`config.mk`:
```
export PLATFORM = sky130hd
export DESIGN_NAME = ram8_clr
export DESIGN_NICKNAME = d
export VERILOG_FILES = /design/src/rtl/ram8_clr.sv
export SDC_FILE = /design/constraint.sdc
export NUM_CORES = 1
export LEC_CHECK = 0
export BUFFER_PORTS_ARGS = -buffer_cell sky130_fd_sc_hd__buf_2
export CELL_PAD_IN_SITES_DETAIL_PLACEMENT = 0
export CELL_PAD_IN_SITES_GLOBAL_PLACEMENT = 1
export CORE_MARGIN = 5
export CORE_UTILIZATION = 45
export CTS_CLUSTER_DIAMETER = 40
export DETAILED_ROUTE_END_ITERATION = 8
export HOLD_SLACK_MARGIN = 0.1
export PLACE_DENSITY_LB_ADDON = 0.15
export SKIP_CTS_REPAIR_TIMING = 1
export SLEW_MARGIN = 20
export SYNTH_ARGS = -nofsm -noshare
export SYNTH_HDL_FRONTEND = slang
export SYNTH_SLANG_ARGS = --single-unit
```
`constraint.sdc`:
```
create_clock -name clk -period 1.99 [get_ports clk]
set_clock_uncertainty 0.1 [all_clocks]
set_input_delay 0.398 -clock clk [delete_from_list [all_inputs] [get_ports clk]]
set_output_delay 0.398 -clock clk [all_outputs]
set_load 0.01 [all_outputs]
```
`src/rtl/ram8_clr.sv`:
```
// ---------------------------------------------------------------------------
// Module      : ram8_clr
// Description : Demux-loaded word register bank with registered read port and
//               a one-word-per-cycle clear sequencer.
// Revision    : 1.0 - initial release
// ---------------------------------------------------------------------------
`default_nettype none

module ram8_clr #(
  parameter int WIDTH = 16,
  parameter int DEPTH = 8,
  localparam int AW = $clog2(DEPTH)
) (
  input  logic             clk,
  input  logic             reset_n,
  input  logic [WIDTH-1:0] in,
  input  logic             load,
  input  logic [AW-1:0]    address,
  input  logic             clr,
  output logic [WIDTH-1:0] out,
  output logic             busy
);

  localparam logic [0:0]    c_idle  = 1'b0;
  localparam logic [0:0]    c_sweep = 1'b1;
  localparam logic [AW-1:0] c_last  = AW'(DEPTH - 1);

  logic [0:0]       r_state;
  logic [AW-1:0]    r_idx;
  logic [WIDTH-1:0] r_mem [DEPTH];

  // The read samples the pre-edge array, so a same-edge write shows up one edge later.
  always_ff @(posedge clk or negedge reset_n) begin
    if (!reset_n) begin
      r_state <= c_idle;
      r_idx   <= '0;
      out     <= '0;
      for (int i = 0; i < DEPTH; i++) begin
        r_mem[i] <= '0;
      end
    end else begin
      out <= r_mem[address];
      case (r_state)
        c_idle: begin
          if (clr) begin
            r_state <= c_sweep;
            r_idx   <= '0;
          end else if (load) begin
            r_mem[address] <= in;
          end
        end
        c_sweep: begin
          r_mem[r_idx] <= '0;
          r_idx        <= r_idx + 1'b1;
          if (r_idx == c_last) begin
            r_state <= c_idle;
          end
        end
        default: r_state <= c_idle;
      endcase
    end
  end

  assign busy = (r_state == c_sweep);

endmodule

`default_nettype wire

```
==> results.txt, run 1 <==
----------------------------------------------------
[Setup path]
  Critical path's slowest cell ... sky130_fd_sc_hd__dfrtp_1
  Number of buffer and inverter stages on the critical path ... 2
  Delay-heaviest family, CP ... flip-flops
  Stages on the worst setup path ... 2
  Largest stage delay on the critical path ... 440 ps
  Register-to-register path setup slack ... 320 ps
  Data arrival time of the critical path ... 1240 ps
  Reg2Reg Launch Point ... r_idx[2]$_DFFE_PN0P_
  Crit path cell chain ... buf_4, buf_2
  Worst r2r path cells ... 4
  Maximum fanout count along the critical path ... 13
  Endpoint of the lowest-slack register-to-register path ... r_mem[121]$_DFFE_PN0P_
  CP Class ... register to output pin
  Type of element capturing the critical path ... output pin
  Required time at the endpoint of the critical path ... 1490 ps
  Startpoint class of the critical path ... register

[Timing]
  Worst hold-check slack ... 185 ps
  Slew at the pin closest to its max-slew limit ... 520 ps
  RSZ-0062 raised after global routing ... no
  Portion of the clock cycle consumed by the worst path in the final layout ... 87.5%
  Slew margin rel. ... 65.3%
  Hold Violations, Final ... 0
  Final Critical Period ... 1740 ps
  Final setup fails ... 0
  Post-Route Setup TNS ... 0 ps
  Final count of pins violating max slew ... 0
  Timing-limited maximum frequency ... 574 MHz

[Power]
  Power, Total ... 9.95 mW
  Net load switching power ... 3.06 mW
  Leakage power summed over all cells ... 4.63 nW
  VDD IR-drop max ... 697 µV
  Share of total power in the clock network ... 32.5%
  Switching part of the total ... 30.8%
  Combinational cell fraction of total power ... 24.1%
  Power per Cell Area ... 1190 mW/mm²
  Sequential share of power ... 43.5%
  Int Pwr ... 6.89 mW

[Layout]
  Multi-input logic area ... 0.00305 mm²
  Count of filler cells inserted in the layout ... 1382
  Reg area ... 0.00370 mm²
  Share of post-route cells with drive strength above 1 ... 21.6%
  Area Overhead vs Synth ... 17.9%
  Number of nets in the layout ... 684
  Final core utilization ... 54.5%
  Final antenna diode count ... 0

[Routing]
  WL met3 ... 948 µm
  DRT met1 WL ... 8370 µm
  Number of antenna-violating nets in the routed design ... 0
  Total wire length after detailed routing ... 18200 µm
  Highest metal layer with signal wires ... met4
  DR vias ... 4762
  Routed length on met2 ... 8750 µm
  Per-cell routed wire length ... 20.7 µm
  DRC violation total after the first TritonRoute iteration ... 252
  Via count normalized by instance count ... 5.41
  Post-route DRC ... 0
  Length of the first detailed-routing pass in iterations ... 4

[GRT]
  Number of global-route vias before repair ... 5136
  First-pass GRT wire length ... 29400 µm
  Number of antenna violations at the first check in global routing ... 0
  Pin count of the biggest net entering global routing ... 48
  Tot GR Track Use ... 21.2%
  Overflow after GRT ... 0

[Flow run]
  Max-cap violations ... 0

[Clocking]
  Clock root buffer master ... sky130_fd_sc_hd__clkbuf_16
  Worst-skew pair later-pin latency ... 430 ps
  Number of CTS-inserted buffers ... 17
  Buffer levels on the longest clock path ... 2
  H-tree depth ... 4
  Clock tree from TritonCTS ... built
  TritonCTS sink count ... 148
  Clock transition at the registers of the reported paths ... 60 ps

[Floorplanning]
  DIE HEIGHT ... 135 µm
  Site Rows ... 45
  Count of pins on the block boundary ... 40
  DIE WIDTH ... 135 µm
  Placeable Area ... 0.0153 mm²
  Starting Density ... 46.2%
  Die area ... 0.0183 mm²

[Yosys]
  Top post-synthesis cells by count ... sky130_fd_sc_hd__nand2_1, sky130_fd_sc_hd__dfrtp_1, sky130_fd_sc_hd__mux2i_1
  Mean Syn Cell Area ... 11.8 µm²
  Most frequent cell after synthesis ... sky130_fd_sc_hd__nand2_1
  Synth Cell Area ... 0.00708 mm²
  Most frequently used flop master after synthesis ... sky130_fd_sc_hd__dfrtp_1
  Count of state elements after synthesis ... 148
  Post-synth top area share ... 52.3%
  Gate count after technology mapping ... 602
  Count of flip-flops with a built-in enable after synthesis ... 0
  Largest cells by area after synthesis ... sky130_fd_sc_hd__dfrtp_1, sky130_fd_sc_hd__mux2i_1, sky130_fd_sc_hd__nand2_1
  Largest area contributor in the synthesized netlist ... sky130_fd_sc_hd__dfrtp_1
  Register area share after synthesis ... 52.3%
  Synth warn ... 0
  Async S/R FF share, synth ... 100%
  Synth Net Count ... 627
  Number of distinct library cells after synthesis ... 41

[Worst hold path]
  Hold path cells ... 3
  Worst Hold Endpoint ... busy$_DFF_PN0_
  Worst min-delay path category ... input port to register
  Start point of the worst hold path ... clr

[Run status]
  Outcome ... finished, final reports clean

[Place]
  HPWL after DPL ... 11600 µm
  Port Buf Inserts ... 39
  Final weighted congestion in routability-driven placement ... 0.795

----------------------------------------------------
[placed cells by master, fill, tap and decap left out, types with 3 or more instances in the layout]
| cell | Yosys | layout |
|---|---|---|
| sky130_fd_sc_hd__mux2i_1 | 135 | 135 |
| sky130_fd_sc_hd__nor2_1 | 5 | 5 |
| sky130_fd_sc_hd__and3b_1 | 4 | 4 |
| sky130_fd_sc_hd__a21oi_1 | 6 | 6 |
| sky130_fd_sc_hd__inv_1 | 18 | 18 |
| sky130_fd_sc_hd__dfrtp_1 | 148 | 148 |
| sky130_fd_sc_hd__bufinv_16 | 0 | 3 |
| sky130_fd_sc_hd__buf_2 | 15 | 38 |
| sky130_fd_sc_hd__mux4_2 | 20 | 20 |
| sky130_fd_sc_hd__o21ai_0 | 4 | 4 |
| sky130_fd_sc_hd__clkbuf_16 | 0 | 17 |
| sky130_fd_sc_hd__mux2_2 | 8 | 8 |
| sky130_fd_sc_hd__buf_4 | 6 | 27 |
| sky130_fd_sc_hd__nand2_1 | 159 | 159 |
| sky130_fd_sc_hd__nand3b_1 | 8 | 8 |
| sky130_fd_sc_hd__nand4bb_1 | 3 | 3 |
| sky130_fd_sc_hd__buf_12 | 0 | 13 |
| sky130_fd_sc_hd__nand3_2 | 6 | 6 |
| sky130_fd_sc_hd__nand4b_1 | 3 | 3 |
| sky130_fd_sc_hd__clkinv_2 | 0 | 3 |
[worst max path at each step]
stage	startpoint	endpoint	slack [ps]
2_1_floorplan	r_idx[0]$_DFFE_PN0P_	r_mem[118]$_DFFE_PN0P_	370
3_3_place_gp	address[1]	out[14]$_DFF_PN0_	40
3_5_place_dp	address[1]	out[14]$_DFF_PN0_	40
4_1_cts	busy$_DFF_PN0_	busy	230
5_1_grt	busy$_DFF_PN0_	busy	210
6_report	busy$_DFF_PN0_	busy	250
[layout make-up]
| type | count | share of cell area (%) |
|---|---|---|
| flip-flops and latches | 148 | 44.4 |
| clock buffers | 21 | 5.51 |
| well taps | 211 | 3.16 |
| clock inverters | 9 | 1.56 |
| inverters | 18 | 0.809 |
| repair buffers | 80 | 8.08 |
| multi-input cells | 394 | 36.5 |
[flip-flops by register name, summed over array words and instances, names as in the netlist]
signal and count:
busy 1, out 16, r_idx 3, r_mem 128
[worst min-delay path: stages]
cell and delay, ps:
sky130_fd_sc_hd__buf_2 90, sky130_fd_sc_hd__nor2_1 60, sky130_fd_sc_hd__a21oi_1 120
[power groups by stage]
stage	logic, mW	registers, mW	clock network (mW)
6_report	2.39	4.33	3.23
4_1_cts	2.43	4.32	3.30
3_5_place_dp	2.42	4.35	0
3_3_place_gp	2.32	4.33	0
5_1_grt	2.68	4.42	3.43
2_1_floorplan	1.59	4.24	0
[metrics by stage]
step | area, µm² | std cells | setup slack (ps)
final | 8350 | 881 | 249
after global routing | 8350 | 881 | 209
after CTS | 8340 | 880 | 235
after detailed placement | 7750 | 850 | 41.9
after global placement | 7750 | 850 | 43.8
after floorplan | 7080 | 602 | 373
[logic make-up (layout without fill, tap and decap cells)]
| group | count (synthesis) | in the layout | synth area share (%) |
|---|---|---|---|
| multiplexers | 163 | 163 | 26.7 |
| adder cells (fa/ha/maj) | 2 | 2 | 0.353 |
| flip-flops | 148 | 148 | 52.3 |
| AO/OA/AOI/OAI | 21 | 21 | 2.00 |
| AND/OR/NAND/NOR | 208 | 208 | 14.0 |
| buffers and inverters | 60 | 128 | 4.61 |
[metal layers]
| metal | global-route usage, % | vias to the layer above |
|---|---|---|
| met5 | 0 | - |
| met4 | 4.31 | 0 |
| met3 | 4.64 | 10 |
| met2 | 34.5 | 98 |
| met1 | 29.5 | 2468 |
| li1 | - | 2186 |
No activity file was read; power rests on OpenSTA's default activity.
==> inputs of run 2 (changes only) <==
BUFFER_PORTS_ARGS = not set   (was -buffer_cell sky130_fd_sc_hd__buf_2)
DONT_BUFFER_PORTS = 1   (was not set)
==> results.txt, run 2 (synthesized netlist as in run 1, its figures left out) <==
----------------------------------------------------
[Timing]
  Portion of the clock cycle consumed by the worst path in the final layout ... 88.8% (+1.3 points)
  Final Critical Period ... 1770 ps (+25.1 ps)
  Timing-limited maximum frequency ... 566 MHz (-1.4%)
  Hold Violations, Final ... 148 (+148)
  Post-Route Setup TNS ... 0 ps (unchanged)
  Final setup fails ... 0 (unchanged)
  Post-route setup slack ... 223 ps (-25.1 ps)
  Slew at the pin closest to its max-slew limit ... 648 ps (+127 ps)
  Slew margin rel. ... 56.7% (-8.6 points)
  RSZ-0062 raised after global routing ... no
  Worst hold-check slack ... -434 ps (-618 ps)
  Final count of pins violating max slew ... 0 (unchanged)

[Routing]
  Post-route DRC ... 0 (unchanged)
  DR vias ... 4618 (-3.0%)
  Via count normalized by instance count ... 5.55 (+2.7%)
  Per-cell routed wire length ... 21.3 µm (+3.0%)
  DRC violation total after the first TritonRoute iteration ... 290 (+15%)
  Number of antenna-violating nets in the routed design ... 0 (unchanged)
  Total wire length after detailed routing ... 17700 µm (-2.7%)
  Length of the first detailed-routing pass in iterations ... 7 (+3)

[Power]
  Power per Cell Area ... 1230 mW/mm² (+2.9%)
  Leakage power summed over all cells ... 4.34 nW (-6.1%)
  Power, Total ... 9.79 mW (-1.6%)
  VDD IR-drop max ... 696 µV (-0.15%)

[Floorplanning]
  Site Rows ... 45 (unchanged)
  DIE WIDTH ... 135 µm (unchanged)
  Starting Density ... 46.2% (unchanged)
  DIE HEIGHT ... 135 µm (unchanged)
  Count of pins on the block boundary ... 40 (unchanged)
  Placeable Area ... 0.0153 mm² (unchanged)
  Die area ... 0.0183 mm² (unchanged)

[Layout]
  Count of filler cells inserted in the layout ... 1397 (+1.1%)
  Multi-input logic area ... 0.00305 mm² (unchanged)
  Area Overhead vs Synth ... 12.8%
  Commonest non-fill, non-tap cells in the layout ... sky130_fd_sc_hd__nand2_1, sky130_fd_sc_hd__dfrtp_1, sky130_fd_sc_hd__mux2i_1, sky130_fd_sc_hd__buf_4, sky130_fd_sc_hd__mux4_2
  Top register by number of flip-flops ... r_mem
  Most frequent standard cell in the layout excluding fill and tap cells ... sky130_fd_sc_hd__nand2_1
  Post-Layout Inst Area ... 0.00799 mm² (-4.3%)
  Number of nets in the layout ... 633 (-7.5%)
  Reg area ... 0.00370 mm² (unchanged)
  Final antenna diode count ... 0 (unchanged)
  Flip-flop count of the largest register, all copies and words added ... 128 (unchanged)
  Share of post-route cells with drive strength above 1 ... 15.0% (-6.7 points)
  Biggest regs ... r_mem (128), out (16), r_idx (3)

[Setup path]
  Worst r2r path cells ... 4 (unchanged)
  Reg2Reg Launch Point ... r_mem[67]$_DFFE_PN0P_
  Number of buffer and inverter stages on the critical path ... 1 (-1)
  Maximum fanout count along the critical path ... 2 (-11)
  Type of element capturing the critical path ... register
  Register-to-register path setup slack ... 220 ps (-100 ps)
  Delay-heaviest family, CP ... buffers and inverters
  CP Class ... register to register
  Crit path cell chain ... mux2_2, a31oi_1, o211ai_1, dlygate4sd3_1
  Data arrival time of the critical path ... 1970 ps (+730 ps)
  Startpoint class of the critical path ... register
  Required time at the endpoint of the critical path ... 2200 ps (+710 ps)
  Largest stage delay on the critical path ... 580 ps (+140 ps)
  Critical path's slowest cell ... sky130_fd_sc_hd__dlygate4sd3_1
  Endpoint of the lowest-slack register-to-register path ... out[3]$_DFF_PN0_

[GRT]
  Most used routing layer ... met2
  First-pass GRT wire length ... 27600 µm (-6.2%)
  Overflow after GRT ... 0 (unchanged)
  Number of global-route vias before repair ... 4927 (-4.1%)
  Tot GR Track Use ... 20.1% (-1.1 points)
  Pin count of the biggest net entering global routing ... 149 (+210%)
  Met2 track demand over resource ... 31.1% (-3.5 points)
  Met3 Track Usage GR ... 4.53% (-0.11 points)
  Number of antenna violations at the first check in global routing ... 0 (unchanged)
  Met1 layer usage reported by global route ... 27.9% (-1.5 points)

[Clocking]
  Clock root buffer master ... sky130_fd_sc_hd__clkbuf_16
  Clock tree from TritonCTS ... built
  H-tree depth ... 4 (unchanged)
  Number of CTS-inserted buffers ... 17 (unchanged)
  Buffer levels on the longest clock path ... 2 (unchanged)
  TritonCTS sink count ... 148 (unchanged)
  Worst-skew pair later-pin latency ... 430 ps (about the same)
  Clock transition at the registers of the reported paths ... 60 ps (about the same)

[Place]
  Port Buf Inserts ... 0 (-100%)
  Post-placement worst setup slack ... 329 ps (+287 ps)
  HPWL after DPL ... 10200 µm (-11%)
  Placed cell area ... 0.00732 mm² (-5.5%)
  Final weighted congestion in routability-driven placement ... 0.757 (-4.9%)

[Flow run]
  Max-cap violations ... 0 (unchanged)

[Run status]
  Violations in the final reports ... negative hold slack
  Outcome ... finished with violations

[Worst hold path]
  Worst min-delay path category ... input port to asynchronous set/reset pin

----------------------------------------------------
## run 2: worst max path at each step
stage | from | to | slack, ps | depth (start not counted)
after global placement | load | r_mem[26]$_DFFE_PN0P_ | 350 | 5
after detailed placement | load | r_mem[19]$_DFFE_PN0P_ | 330 | 5
after floorplan | r_idx[0]$_DFFE_PN0P_ | r_mem[118]$_DFFE_PN0P_ | 370 | 6
after global routing | r_mem[67]$_DFFE_PN0P_ | out[3]$_DFF_PN0_ | 190 | 4
final | r_mem[67]$_DFFE_PN0P_ | out[3]$_DFF_PN0_ | 220 | 4
after CTS | r_idx[0]$_DFFE_PN0P_ | r_mem[124]$_DFFE_PN0P_ | 340 | 4
## run 2: layout make-up
| cell class | count | share of cell area (%) |
|---|---|---|
| clock buffer | 20 | 5.59 |
| inverter | 18 | 0.846 |
| clock inverter | 12 | 2.25 |
| timing repair buffer | 29 | 3.48 |
| multi-input combinational | 394 | 38.2 |
| tap | 211 | 3.30 |
| sequential | 148 | 46.4 |
## run 2: metal layers
layer	share of wire, %	up-vias
met1	47	2394
met4	2.0	0
met3	4.6	28
met5	0	-
met2	46	107
li1	-	2089
## run 2: power by group
part	leakage, nW	switching, mW	internal, mW
clock network	0.288	1.27	2.13
registers	2.02	0.537	3.84
logic	2.03	1.11	0.905
total	4.34	2.92	6.88
## run 2: per-stage QoR
step	instances	util, %
after floorplan	602	-
after detailed placement	796	47.8
after global placement	796	47.8
final	832	52.2
after global routing	832	52.2
after CTS	828	51.9
